--- src/rtl/enigma_pkg.sv ---
// enigma_pkg: shared types and constants for the Enigma key sequencer.
package enigma_pkg;
    typedef logic [1:0] setting_t;
    typedef logic [7:0] char_t;
    localparam char_t ASCII_A     = 8'h41;
    localparam char_t ASCII_Z     = 8'h5A;
    localparam char_t ASCII_a     = 8'h61;
    localparam char_t ASCII_z     = 8'h7A;
    localparam char_t CASE_OFFSET = 8'h20;
    localparam int    MAX_KEY     = 4;
    typedef enum logic [1:0] {IDLE, ARMED, RUN, DRAIN} state_t;
endpackage

--- src/rtl/enigma_char_classify.sv ---
// enigma_char_classify: folds lowercase to uppercase and flags letters.
module enigma_char_classify (
    input  logic [7:0] s_data,
    output logic [7:0] norm_char,
    output logic       is_letter
);
    import enigma_pkg::*;
    logic upper, lower;
    always_comb begin
        upper     = (s_data >= ASCII_A) && (s_data <= ASCII_Z);
        lower     = (s_data >= ASCII_a) && (s_data <= ASCII_z);
        is_letter = upper || lower;
        norm_char = lower ? s_data - CASE_OFFSET : s_data;
    end
endmodule

--- src/rtl/enigma_key_sequencer.sv ---
// enigma_key_sequencer: attaches rotating key settings to a normalised char stream.
module enigma_key_sequencer #(
    parameter int MAX_KEY = 4,
    parameter int CNT_W   = 8
) (
    input  logic                 clk,
    input  logic                 rst_n,
    input  logic                 key_load,
    input  logic [2*MAX_KEY-1:0] key_in,
    input  logic [2:0]           key_len,
    input  logic                 s_valid,
    input  logic [7:0]           s_data,
    input  logic                 s_last,
    output logic                 s_ready,
    output logic                 m_valid,
    input  logic                 m_ready,
    output logic [7:0]           m_char,
    output logic [1:0]           m_setting,
    output logic                 m_bypass,
    output logic                 m_last,
    output logic                 err_key,
    output logic                 busy,
    output logic [CNT_W-1:0]     msg_count
);
    import enigma_pkg::*;

    state_t               state_q, state_d;
    logic [2*MAX_KEY-1:0] key_q, key_d;
    logic [2:0]           len_q, len_d, idx_q, idx_d;
    logic [CNT_W-1:0]     cnt_q, cnt_d;
    logic                 err_q, err_d;
    logic                 m_valid_q, m_valid_d;
    char_t                char_q, char_d;
    setting_t             set_q, set_d;
    logic                 byp_q, byp_d, last_q, last_d;
    char_t                norm_char;
    logic                 is_letter;
    setting_t             slot;
    logic                 accept, handshake, key_ok, loadable;

    enigma_char_classify u_classify (
        .s_data    (s_data),
        .norm_char (norm_char),
        .is_letter (is_letter)
    );

    always_comb begin
        slot = '0;
        for (int i = 0; i < MAX_KEY; i++)
            if (idx_q == 3'(i)) slot = key_q[2*(MAX_KEY-1-i) +: 2];
        key_ok    = (key_len != 3'd0) && ({29'd0, key_len} <= 32'(MAX_KEY));
        handshake = m_valid_q && m_ready;
        s_ready   = (state_q == ARMED || state_q == RUN) && (!m_valid_q || m_ready);
        accept    = s_valid && s_ready;
        // a beat accepted in ARMED wins over a coincident key_load
        loadable  = key_load && !accept && (state_q == IDLE || state_q == ARMED);
        state_d   = state_q;
        key_d     = key_q;
        len_d     = len_q;
        idx_d     = idx_q;
        cnt_d     = cnt_q;
        err_d     = err_q;
        m_valid_d = m_valid_q;
        char_d    = char_q;
        set_d     = set_q;
        byp_d     = byp_q;
        last_d    = last_q;
        if (accept) begin
            m_valid_d = 1'b1;
            char_d    = norm_char;
            set_d     = slot;
            byp_d     = !is_letter;
            last_d    = s_last;
            state_d   = s_last ? DRAIN : RUN;
            if (is_letter) begin
                idx_d = (idx_q + 3'd1 == len_q) ? 3'd0 : idx_q + 3'd1;
                cnt_d = &cnt_q ? cnt_q : cnt_q + 1'b1;
            end
        end else if (handshake) begin
            m_valid_d = 1'b0;
        end
        if (state_q == DRAIN && handshake) begin
            state_d = ARMED;
            idx_d   = '0;
            cnt_d   = '0;
        end
        if (loadable) begin
            state_d = key_ok ? ARMED : IDLE;
            key_d   = key_ok ? key_in : '0;
            len_d   = key_ok ? key_len : 3'd0;
            err_d   = !key_ok;
            idx_d   = '0;
        end
    end

    always_ff @(posedge clk or negedge rst_n) begin
        if (!rst_n) begin
            state_q   <= IDLE;
            key_q     <= '0;
            len_q     <= '0;
            idx_q     <= '0;
            cnt_q     <= '0;
            err_q     <= 1'b0;
            m_valid_q <= 1'b0;
            char_q    <= '0;
            set_q     <= '0;
            byp_q     <= 1'b0;
            last_q    <= 1'b0;
        end else begin
            state_q   <= state_d;
            key_q     <= key_d;
            len_q     <= len_d;
            idx_q     <= idx_d;
            cnt_q     <= cnt_d;
            err_q     <= err_d;
            m_valid_q <= m_valid_d;
            char_q    <= char_d;
            set_q     <= set_d;
            byp_q     <= byp_d;
            last_q    <= last_d;
        end
    end

    assign m_valid   = m_valid_q;
    assign m_char    = char_q;
    assign m_setting = set_q;
    assign m_bypass  = byp_q;
    assign m_last    = last_q;
    assign err_key   = err_q;
    assign busy      = (state_q == RUN) || (state_q == DRAIN);
    assign msg_count = cnt_q;
endmodule

--- config.mk ---
export PLATFORM = sky130hd
export DESIGN_NAME = enigma_key_sequencer
export DESIGN_NICKNAME = d
export VERILOG_FILES = /design/src/rtl/enigma_pkg.sv /design/src/rtl/enigma_char_classify.sv /design/src/rtl/enigma_key_sequencer.sv
export SDC_FILE = /design/constraint.sdc
export NUM_CORES = 1
export LEC_CHECK = 0
export BUFFER_PORTS_ARGS = -buffer_cell sky130_fd_sc_hd__buf_4
export CELL_PAD_IN_SITES_DETAIL_PLACEMENT = 1
export CELL_PAD_IN_SITES_GLOBAL_PLACEMENT = 1
export CORE_MARGIN = 2
export CORE_UTILIZATION = 44
export DETAILED_ROUTE_END_ITERATION = 16
export PLACE_DENSITY = 0.95
export SYNTH_ARGS = -nofsm -noshare
export SYNTH_HDL_FRONTEND = slang
export SYNTH_HIERARCHICAL = 1
export SYNTH_SLANG_ARGS = --single-unit
--- constraint.sdc ---
create_clock -name clk -period 5.6 [get_ports clk]
set_input_delay 0 -clock clk [delete_from_list [all_inputs] [get_ports clk]]
set_output_delay 0 -clock clk [all_outputs]
set_load 0.1 [all_outputs]
==> impl_metrics.yaml, run 1 <==
run_status:
  status: "complete, no violations"
layout:
  layout_common_cells: "buf_4 (49), dfrtp_1 (38), nand2_1 (18)"
  final_core_util_pct: 58.4
  fin_area_mm2: 0.00270
  final_common_cell: "buf_4"
  nets: 305
  fillers: 526
  drive_above_1_share_pct: 27.6
  antenna_cells: 0
  syn_to_final_growth_pct: 29.8
sta:
  period_share_pct: 42.8
  hold_ws_ns: 0.00153
  hold_violations: 0
  slew_viol_final: 0
  worst_pin_slew_ns: 1.12
  setup_viol: 0
  rsz0062_at_grt: "false"
  fmax_mhz: 417
  tns_ns: 0
  maxSlewHeadroom_pct: 24.7
  min_period_ns: 2.40
  fin_worst_skew_ns: 0.00842
worst_setup_path:
  cp.required_ns: 5.78
  ff2ff_path_depth: 5
  end_kind: "register"
  cp_max_fo: 16
  cpPeakStageDelay_ns: 0.88
  startpoint_type: "register"
  critical_path_arrival_ns: 2.57
  critical_path.endpoint: "m_char[4]"
  rrSetupSlack_ns: 3.20
  regToRegEndpoint: "m_char[4]"
  crit_chain: "inv_1 -> ha_1 -> nand2_1 -> nor2_1 -> mux2_2"
  crit_start: "state_q[0]"
  cpMaxStageDelayCell: "nor2_1"
  crit_type: "reg2reg"
  reg2reg_from: "state_q[0]"
clock_tree:
  clock_latency_ns: 0.30
  clock_sinks: 38
  cts-root-buf: "clkbuf_8"
  post_cts_buffers: 0
  htree_levels: 2
  cts_buffers: 5
  cts_hold_buffers: 14
  cts_max_path_buffers: 2
  clk_pin_slew_ns: 0.08
  cts_tree: "yes"
  cts_resized: 0
place:
  port_buffers: 48
  gp_congestion: 0.797
  hpwl_mm: 3.71
  placed_area_mm2: 0.00246
die:
  die_y_um: 72.8
  rows: 25
  coreArea_mm2: 0.00463
  die_area_mm2: 0.00530
  initial_core_util_pct: 45.0
  die_x_um: 72.8
  io_pins: 49
drt:
  via_per_inst: 5.48
  wl_per_cell_um: 16.6
  vias: 1764
  dr.first_iter.drc_count: 96
  drc: 0
  first_pass_iters: 4
  ant_nets: 0
  finalWirelength_mm: 5.36
global_route:
  grt_antenna_before_repair: 0
  grt_pass1_vias: 1951
  grt_overflow: 0
  grt_pass1_wl_mm: 8.99
  gr-usage-all-layers_pct: 22.3
  grt_max_degree: 39
flow_run:
  cap_violations: 0
power:
  p_total_w: 0.00169
  p_per_area_mw_per_mm2: 627
  p_leak_nw: 1.24
  vdd_drop_max_v: 0.000238
synthesis:
  yosys_warnings: 6
  synthArstFlopShare_pct: 100
  synth_cell_types: 44
  synth.area.top_cells: "dfrtp_1 (46%), ha_1 (7.8%), mux2_2 (5.9%)"
  synth_top_area_cell: "dfrtp_1"
  synth-main-ff-cell: "dfrtp_1"
  syn_area_per_cell_um2: 10.0
  synth_top_area_share_pct: 45.6
  synth-edff-count: 0
  syn_inst: 208
  netlist_area_mm2: 0.00208
  syn-num-nets: 246
  ys_seq_elements: 38
  ys_seq_area_share_pct: 45.6
min_path:
  hp-class: "in2reg"
==> Yosys cell counts (2+ instances only) <==
master / number
o21ai_0: 16
a21oi_1: 8
nor2_1: 10
o31ai_1: 4
nand3_1: 11
ha_1: 13
inv_1: 9
xor2_1: 2
clkbuf_1: 5
and2_1: 2
buf_4: 5
or3_1: 3
dfrtp_1: 38
nor2b_1: 3
mux2_2: 11
a21oi_2: 2
o21a_1: 2
nand4_1: 2
nand2b_1: 12
and3_1: 2
nand3b_1: 2
a41oi_1: 2
a221oi_1: 2
or4_1: 3
a31oi_1: 3
nand2_1: 18
==> registers in the layout, summed over array words and instances (netlist names) <==
name       cells
err_key        1
key_q          8
m_last         1
m_bypass       1
len_q          3
m_valid        1
idx_q          3
msg_count      8
m_setting      2
state_q        2
m_char         8
==> report_power, final <==
| part | switching, W | internal, W | total, W | leakage [nW] |
|---|---|---|---|---|
| Sequential | 0.0000736 | 0.000381 | 0.000455 | 0.485 |
| Combinational | 0.000749 | 0.000259 | 0.00101 | 0.703 |
| Clock | 0.0000974 | 0.000133 | 0.000231 | 0.0524 |
| Total | 0.000920 | 0.000774 | 0.00169 | 1.24 |
==> layout make-up <==
cell class	count	area, um2	area share, %
multi-input combinational	150	1040	38.4
timing repair buffer	63	508	18.8
sequential	38	951	35.2
tap	54	67.6	2.50
clock buffer	7	76.3	2.82
clock inverter	1	30.0	1.11
inverter	9	33.8	1.25
==> cells by family after synthesis <==
kind of cell               count (synthesis)  share of synthesized area, %
xor gates and xnor gates                   3                          1.26
muxes                                     12                          6.43
AOI/OAI and AO/OA                         48                          15.1
adders and majority gates                 13                          7.81
DFF                                       38                          45.6
and+or+nand+nor                           74                          19.2
buffers and inverters                     20                          4.56
==> critical path: cells and delay by family, from the launching register on <==
kind,cells,cell delay (ns)
flip-flops,1,0.41
AND/OR/NAND/NOR,2,1.02
buffers and inverters,1,0.10
adder cells (fa/ha/maj),1,0.33
multiplexers,1,0.42
==> metal layers <==
metal | vias to the layer above | track usage [%] | wire length, um
met5 | - | 0 | 0
met4 | 0 | 8.23 | 93
met3 | 9 | 3.59 | 148
met2 | 35 | 40.2 | 2850
met1 | 865 | 26.5 | 2270
li1 | 855 | - | -
==> metrics by stage <==
step | worst slack [ns] | std cells
6_report | 3.20 | 322
2_1_floorplan | 3.44 | 208
4_1_cts | 3.22 | 322
3_5_place_dp | 3.24 | 300
3_3_place_gp | 3.40 | 300
5_1_grt | 3.03 | 322
==> worst min path at each step <==
| stage | depth (start not counted) | endpoint | startpoint |
|---|---|---|---|
| global route | 3 | key_q[6] | key_in[6] |
| CTS | 3 | key_q[6] | key_in[6] |
| finish | 3 | key_q[2] | key_in[2] |
| global placement | 1 | len_q[2] | rst_n |
| detailed placement | 1 | key_q[4] | rst_n |
| floorplan | 0 | err_key | rst_n |
Note: power is estimated with default switching activity, not from simulation.
==> inputs of run 2 (changes only) <==
CORE_UTILIZATION = 41   (was 44)
PLACE_DENSITY = 0.9   (was 0.95)
clock period = 2.3 ns   (was 5.6 ns; I/O delays follow)
==> run 2 against run 1 <==
Net effect:
- routed wire length is 0.95% higher
- power is 150% higher
- setup slack worse by 3.1 ns
- clock skew is 0.0041 ns lower
- critical endpoint is now msg_count[5]
- largest power group unchanged
==> impl_metrics.yaml, run 2 (synthesis gave the netlist of run 1 again) <==
drt:
  first_pass_iters: 5
  ant_nets: 0
  dr.first_iter.drc_count: 86
  vias: 1797
  wl_per_cell_um: 16.0
  finalWirelength_mm: 5.41
  via_per_inst: 5.33
  drc: 0
sta:
  slew_viol_final: 0
  maxSlewHeadroom_pct: 54.0
  tns_ns: 0
  hold_violations: 0
  period_share_pct: 96.5
  worst_pin_slew_ns: 0.688
  fin_worst_skew_ns: 0.00433
  fmax_mhz: 450
  rsz0062_at_grt: "false"
  min_period_ns: 2.22
  setup_viol: 0
power:
  power_switching_w: 0.00226
  p_comb_share_pct: 59.3
  p_leak_nw: 1.25
  p_per_area_mw_per_mm2: 1510
  swShare_pct: 54.5
  p_seq_share_pct: 26.7
  clkPwrFrac_pct: 14.0
  p_int_w: 0.00189
  vdd_drop_max_v: 0.000777
die:
  rows: 25
  io_pins: 49
  initial_core_util_pct: 43.2
  coreArea_mm2: 0.00482
  die_area_mm2: 0.00567
  die_y_um: 75.3
  die_x_um: 75.3
layout:
  layout_common_cells: "buf_4 (50), dfrtp_1 (38), nand2_1 (18)"
  final_core_util_pct: 57.1
  drive_above_1_share_pct: 28.9
  nets: 307
  syn_to_final_growth_pct: 32.1
  final_common_cell: "buf_4"
  antenna_cells: 0
place:
  gp_congestion: 0.789
  hpwl_mm: 3.72
  port_buffers: 48
clock_tree:
  cts_buffers: 5
  htree_levels: 2
  clock_sinks: 38
  clk_pin_slew_ns: 0.08
  clock_latency_ns: 0.30
  cts-root-buf: "clkbuf_8"
  cts_tree: "yes"
  post_cts_buffers: 0
  cts_max_path_buffers: 2
worst_setup_path:
  critPathTopFamily: "simple AND/OR/NAND/NOR gates"
  cpMaxStageDelayCell: "dlygate4sd3_1"
  cp_max_fo: 6
  critical_path_arrival_ns: 2.44
  startpoint_type: "primary input"
  cpPeakStageDelay_ns: 0.54
  cp.required_ns: 2.52
  worstPathBufferInverterCount: 2
  end_kind: "register"
  crit_chain: "dlygate4sd3_1 -> buf_4 -> nor3_2 -> a211o_1 -> a31oi_2 -> nand4_1 -> or3_4 -> or4_1 -> a21oi_1"
  crit_type: "in2reg"
global_route:
  grt_overflow: 0
  gr-usage-all-layers_pct: 20.7
  grt_pass1_vias: 1883
  grt_antenna_before_repair: 0
  grt_pass1_wl_mm: 8.80
  grt_max_degree: 39
run_status:
  status: "complete, no violations"
flow_run:
  cap_violations: 0
min_path:
  hp-class: "in2reg"
[run 2: cell types whose count changed in the layout (fill, tap and decap cells not counted), sizes merged]
cell and change:
buf +1, clkbuf -2, clkinvlp +2, dlygate4sd3 +1
[run 2: power by group through the flow]
stage | sequential (W) | combinational [W] | clock, W
after floorplan | 0.00213 | 0.000873 | 0
after global placement | 0.00111 | 0.00240 | 0
after detailed placement | 0.00113 | 0.00245 | 0
after CTS | 0.00112 | 0.00248 | 0.000595
after global routing | 0.00115 | 0.00260 | 0.000625
final | 0.00111 | 0.00246 | 0.000582
[run 2: worst min-delay path: cells and delay by family]
family / cells / cell delay [ns]
compound gates: 1 / 0.08
buf+inv: 1 / 0.11
simple gates: 1 / 0.07
[run 2: metrics by stage]
stage	std cells	hold WS (ns)	cell area [um2]	worst slack [ns]	power, W
2_1_floorplan	208	-0.296	2080	0.136	0.00300
3_3_place_gp	314	-0.00592	2480	0.339	0.00350
3_5_place_dp	314	0.000239	2480	0.260	0.00358
5_1_grt	337	0.0216	2750	0.00217	0.00437
6_report	337	0.000193	2750	0.0800	0.00415
4_1_cts	337	0.00192	2750	0.0883	0.00419
[run 2: metal layers]
| layer | track usage (%) | vias to the layer above | share of wire, % |
|---|---|---|---|
| met1 | 25.1 | 892 | 42 |
| li1 | - | 853 | - |
| met3 | 3.88 | 11 | 3.5 |
| met4 | 7.99 | 0 | 2.0 |
| met5 | 0 | - | 0 |
| met2 | 36.2 | 41 | 52 |
[run 2: cell type report]
| class | instances | area [um2] |
|---|---|---|
| Clock buffer | 5 | 68.8 |
| Clock inverter | 3 | 45.0 |
| Fill cell | 561 | 2070 |
| Inverter | 9 | 33.8 |
| Multi-Input combinational cell | 150 | 1040 |
| Sequential cell | 38 | 951 |
| Tap cell | 67 | 83.8 |
| Timing Repair Buffer | 65 | 526 |
[run 2: what timing repair did]
item	in CTS	in global routing
setup endpoints to repair	0	5
hold buffers	15	0
resized for setup	0	1
endpoints found under the hold margin	53	0
[run 2: path summary, 6_finish.rpt]
path / from / to / slack (ns) / cells after the start
hold reg to reg: key_q[2] / key_q[2] / 0.50 / 2
setup reg to reg: state_q[0] / msg_count[5] / 0.27 / 6
setup / recovery: s_data[4] / msg_count[5] / 0.08 / 9
max in group asynchronous: rst_n / msg_count[1] / 1.74 / 2
hold / removal: key_in[0] / key_q[0] / 0.0002 / 3
min in group asynchronous: rst_n / m_char[2] / 0.21 / 2
